$ cat config.mk
export PLATFORM = sky130hd
export DESIGN_NAME = demux2_chan_buffer
export DESIGN_NICKNAME = d
export VERILOG_FILES = /design/src/rtl/demux2_chan_buffer.sv
export SDC_FILE = /design/constraint.sdc
export NUM_CORES = 1
export LEC_CHECK = 0
export BUFFER_PORTS_ARGS = -buffer_cell sky130_fd_sc_hd__buf_2
export CELL_PAD_IN_SITES_DETAIL_PLACEMENT = 0
export CELL_PAD_IN_SITES_GLOBAL_PLACEMENT = 1
export CORE_MARGIN = 8
export CORE_UTILIZATION = 35
export CTS_CLUSTER_SIZE = 10
export DETAILED_ROUTE_END_ITERATION = 8
export PLACE_DENSITY_LB_ADDON = 0.15
export SLEW_MARGIN = 0
export SYNTH_ARGS = -nofsm -noshare
export SYNTH_HDL_FRONTEND = slang
export SYNTH_SLANG_ARGS = --single-unit
$ cat constraint.sdc
create_clock -name clk -period 1.95 [get_ports clk]
set_input_delay 0.195 -clock clk [delete_from_list [all_inputs] [get_ports clk]]
set_output_delay 0.195 -clock clk [all_outputs]
set_load 0.01 [all_outputs]
$ cat src/rtl/demux2_chan_buffer.sv
`default_nettype none
//============================================================================
// Module   : demux2_chan_buffer
// Purpose  : Two-channel elastic buffer placed behind demux2. The word picked
//            by `select` is pushed into that channel's FIFO. Each FIFO drains
//            on its own valid/ready port, so either branch can stall without
//            losing data.
// Revision : 1.0 - initial release
//
// Build option:
//   DEMUX2_CHAN_BUFFER_STATS_EN - adds per-channel saturating stall counters
//
// Ports:
//   clk, rst_n                   - clock, synchronous active-low reset
//   in_valid, select             - upstream valid and demux routing select
//   output_data_0/1              - demux2 channel outputs (W bits)
//   in_ready                     - selected channel FIFO is not full
//   out_valid_0/1, out_data_0/1  - FIFO head (data forced to 0 when empty)
//   out_ready_0/1                - downstream accepts the head
//   count_0/1                    - channel occupancy, 0..DEPTH
//   stall_cnt_0/1                - rejected-push counters (stats build only)
//============================================================================
module demux2_chan_buffer #(
  parameter int W     = 16,
  parameter int DEPTH = 4
) (
  input  logic                     clk,
  input  logic                     rst_n,
  input  logic                     in_valid,
  input  logic                     select,
  input  logic [W-1:0]             output_data_0,
  input  logic [W-1:0]             output_data_1,
  output logic                     in_ready,
  output logic                     out_valid_0,
  output logic                     out_valid_1,
  output logic [W-1:0]             out_data_0,
  output logic [W-1:0]             out_data_1,
  input  logic                     out_ready_0,
  input  logic                     out_ready_1,
  output logic [$clog2(DEPTH):0]   count_0,
  output logic [$clog2(DEPTH):0]   count_1
`ifdef DEMUX2_CHAN_BUFFER_STATS_EN
  ,
  output logic [7:0]               stall_cnt_0,
  output logic [7:0]               stall_cnt_1
`endif
);

  localparam int c_PW = $clog2(DEPTH);
  localparam int c_CW = c_PW + 1;

  logic [c_CW-1:0] w_count [2];
  logic [W-1:0]    w_head  [2];
  logic [1:0]      w_valid;
  logic [1:0]      w_full;
  logic [1:0]      w_sel_oh;
  logic [1:0]      w_out_ready;
  logic            w_push;
  logic [W-1:0]    w_wr_data;

  assign w_sel_oh    = {select, ~select};
  assign w_out_ready = {out_ready_1, out_ready_0};

  // Ready depends only on registered occupancy, so a pop on a full channel
  // frees the slot for the following cycle rather than bypassing.
  assign in_ready  = select ? ~w_full[1] : ~w_full[0];
  assign w_push    = in_valid & in_ready;
  assign w_wr_data = select ? output_data_1 : output_data_0;

  for (genvar c = 0; c < 2; c++) begin : g_chan
    logic [W-1:0]    r_mem [DEPTH];
    logic [c_PW-1:0] r_wr_ptr;
    logic [c_PW-1:0] r_rd_ptr;
    logic [c_CW-1:0] r_count;
    logic            w_push_c;
    logic            w_pop_c;

    assign w_push_c = w_push & w_sel_oh[c];
    assign w_pop_c  = w_valid[c] & w_out_ready[c];

    always_ff @(posedge clk) begin
      if (!rst_n) begin
        r_wr_ptr <= '0;
        r_rd_ptr <= '0;
        r_count  <= '0;
      end else begin
        if (w_push_c) r_wr_ptr <= r_wr_ptr + c_PW'(1);
        if (w_pop_c)  r_rd_ptr <= r_rd_ptr + c_PW'(1);
        if (w_push_c && !w_pop_c)      r_count <= r_count + c_CW'(1);
        else if (!w_push_c && w_pop_c) r_count <= r_count - c_CW'(1);
      end
    end

    // Storage needs no reset: contents are only visible through a non-zero count.
    always_ff @(posedge clk) begin
      if (rst_n && w_push_c) r_mem[r_wr_ptr] <= w_wr_data;
    end

    assign w_count[c] = r_count;
    assign w_valid[c] = (r_count != '0);
    assign w_full[c]  = (r_count == c_CW'(DEPTH));
    assign w_head[c]  = w_valid[c] ? r_mem[r_rd_ptr] : '0;

`ifdef DEMUX2_CHAN_BUFFER_STATS_EN
    logic [7:0] r_stall;

    always_ff @(posedge clk) begin
      if (!rst_n) begin
        r_stall <= '0;
      end else if (in_valid && !in_ready && w_sel_oh[c] && (r_stall != 8'hFF)) begin
        r_stall <= r_stall + 8'd1;
      end
    end
`endif
  end

  assign out_valid_0 = w_valid[0];
  assign out_valid_1 = w_valid[1];
  assign out_data_0  = w_head[0];
  assign out_data_1  = w_head[1];
  assign count_0     = w_count[0];
  assign count_1     = w_count[1];

`ifdef DEMUX2_CHAN_BUFFER_STATS_EN
  assign stall_cnt_0 = g_chan[0].r_stall;
  assign stall_cnt_1 = g_chan[1].r_stall;
`endif

endmodule
`default_nettype wire

Yosys cells after proc, flatten, opt, wreduce, memory -nomap -nowiden
Memory sizes are Yosys's and may differ from the RTL's. A register that Yosys moved wholly into a read port is not among the register bits.
Cells that the tools add are included.
Widths: inputs -> output; s select.
{"block": "totals", "n_memories": 2, "ram_bits": 128, "elab_cells": 56, "output_inout_bits": 41, "inputBits": 38, "reg_bits": 14}
{"memory": "g_chan[0].r_mem", "words": 4, "width": 16, "rd": 1, "rd_clocked_by_memory_dff": 1, "write_ports": 1, "line": "71", "text": "logic [W-1:0] r_mem [DEPTH];"}
{"memory": "g_chan[1].r_mem", "words": 4, "width": 16, "rd": 1, "rd_clocked_by_memory_dff": 1, "write_ports": 1, "line": "71"}
{"block": "classes", "addsub": 8, "reduce_logical": 14, "eq_ne": 2, "n_bitwise": 8, "mux": 16}
{"operator": "$mux 16", "count": 3}
{"operator": "$mux 3", "count": 4}
{"operator": "$add 2x1->2 const B", "count": 4}
{"operator": "$mux 2", "count": 4}
{"operator": "$add 3x1->3 const B", "count": 2}
{"operator": "$eq 3x3->1 const B", "count": 2}
{"operator": "$logic_and 1x1->1", "count": 6}
{"operator": "$reduce_bool 3->1", "count": 2}
{"operator": "$sub 3x1->3 const B", "count": 2}
{"operator": "$and 1x1->1", "count": 5}
{"operator": "$mux 1", "count": 5}
{"operator": "$logic_not 1->1", "count": 4}
{"operator": "$reduce_bool 2->1", "count": 2}
{"operator": "$not 1->1", "count": 3}

Longest topological paths before layout
{"block": "logic_depth", "ltp_word": 9, "depth_mapped": 8, "mapped_depth_nobuf": 8}

Worst setup path after synthesis
Ideal clock, no wire load.
{"block": "synth_path", "path_kind": "reg2reg", "start": "register g_chan[0].r_count[0] (netlist: count_0[0])", "end": "register g_chan[0].r_count[2] (netlist: count_0[2])", "required_ns": 1.880, "arrival_time_ns": 2.083, "setup_time_ns": 0.070, "n_path_buf": 0, "synth_period_minus_slack_ns": 2.153, "path_stages_with_launch": 9, "slack_ns": -0.203, "path_cell_list": "dfxtp_1 > nor3b_2 > nor3b_2 > ha_1 > inv_1 > fa_1 > xor2_1 > or3_1 > a21boi_1"}
{"block": "synth_between", "elab_chain_cells": 8, "elab_cells_between_ends": 16, "cone_classes": "add/sub (2); eq/ne (1); mux (3); bitwise (4); reduce/logical (6)"}
{"element": "start, declared", "line": "74", "text": "logic [c_CW-1:0] r_count;"}
{"element": "start signal, assigned", "line": "89", "text": "if (w_push_c && !w_pop_c) r_count <= r_count + c_CW'(1);"}
{"element": "start signal, assigned", "line": "90", "text": "else if (!w_push_c && w_pop_c) r_count <= r_count - c_CW'(1);"}
{"element": "$eq 3x3->1 *", "line": "101", "text": "assign w_full[c] = (r_count == c_CW'(DEPTH));"}
{"element": "$not 1->1 *", "line": "66", "text": "assign in_ready = select ? ~w_full[1] : ~w_full[0];"}
{"element": "$mux 1 *", "line": "66"}
{"element": "$and 1x1->1 *", "line": "67", "text": "assign w_push = in_valid & in_ready;"}
{"element": "$and 1x1->1 *", "line": "78", "text": "assign w_push_c = w_push & w_sel_oh[c];"}
{"element": "net g_chan[0].w_push_c", "line": "75", "text": "logic w_push_c;"}
{"element": "$logic_not 1->1", "line": "90"}
{"element": "$logic_and 1x1->1", "line": "90"}
{"element": "$reduce_bool 2->1 (no source line)"}
Mark *: on every way through the listed nets, which the timed path passes. The rest lies on a longest branch. The select of a mux whose other input is x is not followed.
A chain may end at the register's enable or synchronous reset.

==> impl_metrics.env <==
export IMPL_yosysSeqAreaShare_pct=67.5
export IMPL_dr_pass1_iters=5
export IMPL_clock_latency_ns=0.41
export IMPL_p_sw_mw=2.85
export IMPL_endpoint_kind="output pin"
export IMPL_dpl_worst_slack_ns=-0.00903
export IMPL_p_clk_share_pct=31.5
export IMPL_fillers=1504
export IMPL_clock_skew_ns=0.00738
export IMPL_multi_input_area_sq_mm=0.00192
export IMPL_cts_root_buffer="clkbuf_16"
export IMPL_die_h_um=149
export IMPL_seqCellArea_sq_mm=0.00422
export IMPL_cts_buffers=17
export IMPL_relSlewSlack_pct=74.5
export IMPL_dp_hpwl_um=8620
export IMPL_ys_warn_count=0
export IMPL_grt_max_degree=20
export IMPL_grt_pass1_wl_um=19300
export IMPL_setup_viol=4
export IMPL_hold_class="input pin to register"
export IMPL_sw_frac_of_total_pct=26.8
export IMPL_timing_final_ws_setup_ns=-0.0223
export IMPL_antenna_found_initial=0
export IMPL_hold_path_cell_count=4
export IMPL_fmax_ghz=0.507
export IMPL_start_util_pct=35.9
export IMPL_drtIter0Drc=157
export IMPL_reg2regPathDepth=8
export IMPL_ys_ff_latch=146
export IMPL_diodes=0
export IMPL_gr_total_overflow=0
export IMPL_r2r_slack_ns=0.02
export IMPL_slew_violations=0
export IMPL_critical_path_class="register to output pin"
export IMPL_r2r_end="count_0[2]"
export IMPL_avgSynthCellArea_sq_um=19.3
export IMPL_ys_types=31
export IMPL_maxCapViolations=0
export IMPL_cp_max_fo=8
export IMPL_ios=79
export IMPL_drive_gt1_share_pct=50.1
export IMPL_vias=3194
export IMPL_coreArea_sq_mm=0.0174
export IMPL_ir_worst_vdd_mv=0.689
export IMPL_critPathLaunchType="register"
export IMPL_drc=0
export IMPL_combinationalPowerShare_pct=33.2
export IMPL_synth_fp_nets=373
export IMPL_clock_sinks=146
export IMPL_wirelength_um=12700
export IMPL_cp_arrival_ns=1.78
export IMPL_netlist_instances=323
export IMPL_io_buffers=78
export IMPL_p_seq_share_pct=35.3
export IMPL_fp_dieW_um=149
export IMPL_grt_usage_pct=11.7
export IMPL_grt_pass1_vias=3391
export IMPL_r2r_start="count_0[2]"
export IMPL_worstMarginPinSlew_ns=0.380
export IMPL_wl_per_cell_um=18.6
export IMPL_viasPerCell=4.67
export IMPL_core_rowCount=48
export IMPL_syn_to_final_growth_pct=30.0
export IMPL_pwr_density_cell_mw_per_mm2=1310
export IMPL_p_total_mw=10.6
export IMPL_leakagePower_nw=2.95
export IMPL_dieArea_sq_mm=0.0223
export IMPL_final_hold_viol_count=0
export IMPL_setup_tns_ns=-0.0481
export IMPL_syn_area_sq_mm=0.00623
export IMPL_clockBufferDepth=2
export IMPL_period_share_pct=101
export IMPL_cp_required_ns=1.75
export IMPL_cts_tree="built"
export IMPL_status="complete, but fails checks"
export IMPL_p_int_mw=7.77
export IMPL_rsz0062_at_grt="true"
export IMPL_violations="negative setup slack"
export IMPL_globalplace_congestion=0.750
export IMPL_cts_clk_slew_worst_paths_ns=0.06
export IMPL_endpoint="out_data_1[3]"
export IMPL_h_tree_depth=4
export IMPL_final_nets=496
export IMPL_antenna_left=0
export IMPL_fin_crit_ns=1.97
-- flip-flops by register name (all words and copies together), names as in the netlist, named ones only --
register,cells
g_chan.r_mem,128
count_0,3
g_chan.r_rd_ptr,4
g_chan.r_wr_ptr,4
count_1,3
-- layer usage --
metal / track usage (%) / vias to the layer above / part of all wire, %
met5: 0 / - / 0
met4: 5.00 / 0 / 1.3
met3: 3.88 / 16 / 6.3
met2: 18.3 / 85 / 46
met1: 14.7 / 1601 / 46
li1: - / 1492 / -
-- what timing repair did --
item                                   CTS  global route
setup buffers                            4             2
gates resized for setup                 29             8
setup endpoints to repair               35            34
pin swaps                                4             2
endpoints found under the hold margin    0             0
cloned                                   2             0
hold buffers                             0             0
-- synth_stat cells --
master / number / share of area, %
nor2_1: 1 / 0.060
nand2_1: 10 / 0.60
mux2i_1: 6 / 0.96
and2_1: 14 / 1.4
xor2_1: 2 / 0.28
or3_1: 5 / 0.50
mux2_1: 9 / 1.6
nor3b_2: 3 / 0.60
o21ai_0: 4 / 0.32
a21boi_1: 5 / 0.60
mux4_2: 32 / 12
buf_6: 4 / 0.72
and2b_1: 9 / 1.1
fa_1: 2 / 0.64
o21ai_1: 1 / 0.080
nor2b_4: 20 / 4.4
nor3_1: 1 / 0.080
xnor2_1: 4 / 0.56
o31ai_2: 2 / 0.40
nor2b_1: 5 / 0.50
buf_2: 6 / 0.48
clkbuf_1: 2 / 0.12
inv_1: 7 / 0.42
ha_1: 10 / 2.0
edfxtp_1: 128 / 62
nor3_2: 2 / 0.32
mux2_2: 7 / 1.3
inv_2: 1 / 0.060
buf_12: 2 / 0.64
dfxtp_1: 18 / 5.8
nor3b_1: 1 / 0.12
-- critical path, stage by stage (launching register included) --
cell and delay, ns:
dfxtp_4 0.37, buf_12 0.14, mux4_2 0.49, and2b_1 0.20, buf_2 0.15
-- cells by family (layout without fill, tap and decap cells) --
| kind of cell | after synthesis | in the layout | synth area share (%) |
|---|---|---|---|
| AO/OA/AOI/OAI | 12 | 12 | 1.41 |
| XOR/XNOR | 6 | 6 | 0.844 |
| adder cells (fa/ha/maj) | 12 | 12 | 2.65 |
| buffers and inverters | 22 | 158 | 2.45 |
| flip-flops | 146 | 146 | 67.5 |
| multiplexers | 54 | 54 | 15.4 |
| AND/OR/NAND/NOR | 71 | 71 | 9.70 |
-- final cells by class --
| class | instances | area share [%] |
|---|---|---|
| well taps | 225 | 3.48 |
| flip-flops and latches | 146 | 52.1 |
| clock inverters | 15 | 2.36 |
| clock buffers | 17 | 5.26 |
| inverters | 8 | 0.371 |
| multi-input cells | 155 | 23.7 |
| repair buffers | 118 | 12.7 |
-- power groups by stage --
| stage | registers (mW) | clock network [mW] | logic [mW] |
|---|---|---|---|
| after floorplan | 3.80 | 0 | 2.08 |
| after global placement | 3.76 | 0 | 3.13 |
| after detailed placement | 3.77 | 0 | 3.13 |
| after CTS | 3.76 | 3.41 | 3.58 |
| after global routing | 3.77 | 3.54 | 3.82 |
| final | 3.75 | 3.35 | 3.53 |
-- layout by cell type, fill, tap and decap left out, types with 5 or more instances in the layout --
cell type,n
buf_2,55
a21boi_1,5
or3_1,5
clkinv_2,5
clkbuf_16,17
mux2i_1,6
buf_6,23
and2b_1,9
nand2_1,10
buf_12,14
dfxtp_2,5
inv_1,6
and2_1,14
edfxtp_1,128
nor2b_4,21
ha_1,8
buf_4,25
mux4_2,32
mux2_1,9
dfxtp_1,10
mux2_2,7
-- per-stage QoR --
stage / util [%] / std cells / hold slack (ns) / instance area [sq um]
6_report: 46.6 / 684 / 0.187 / 8100
5_1_grt: 46.6 / 684 / 0.202 / 8100
4_1_cts: 46.4 / 683 / 0.166 / 8060
3_5_place_dp: 41.5 / 645 / 0.488 / 7210
3_3_place_gp: 41.5 / 645 / 0.469 / 7210
2_1_floorplan: - / 323 / 0.396 / 6250
-- how the worst min path moves through the flow --
stage / from / to / slack, ns
after floorplan: select / g_chan[0].r_wr_ptr[1] / 0.40
after global placement: g_chan[0].r_rd_ptr[1] / register / 0.47
after detailed placement: g_chan[0].r_rd_ptr[1] / g_chan[0].r_rd_ptr[1] / 0.49
after CTS: out_ready_0 / g_chan[0].r_rd_ptr[1] / 0.17
after global routing: out_ready_0 / register / 0.20
final: out_ready_0 / g_chan[0].r_rd_ptr[1] / 0.19
Note: power is estimated with default switching activity, not from simulation.
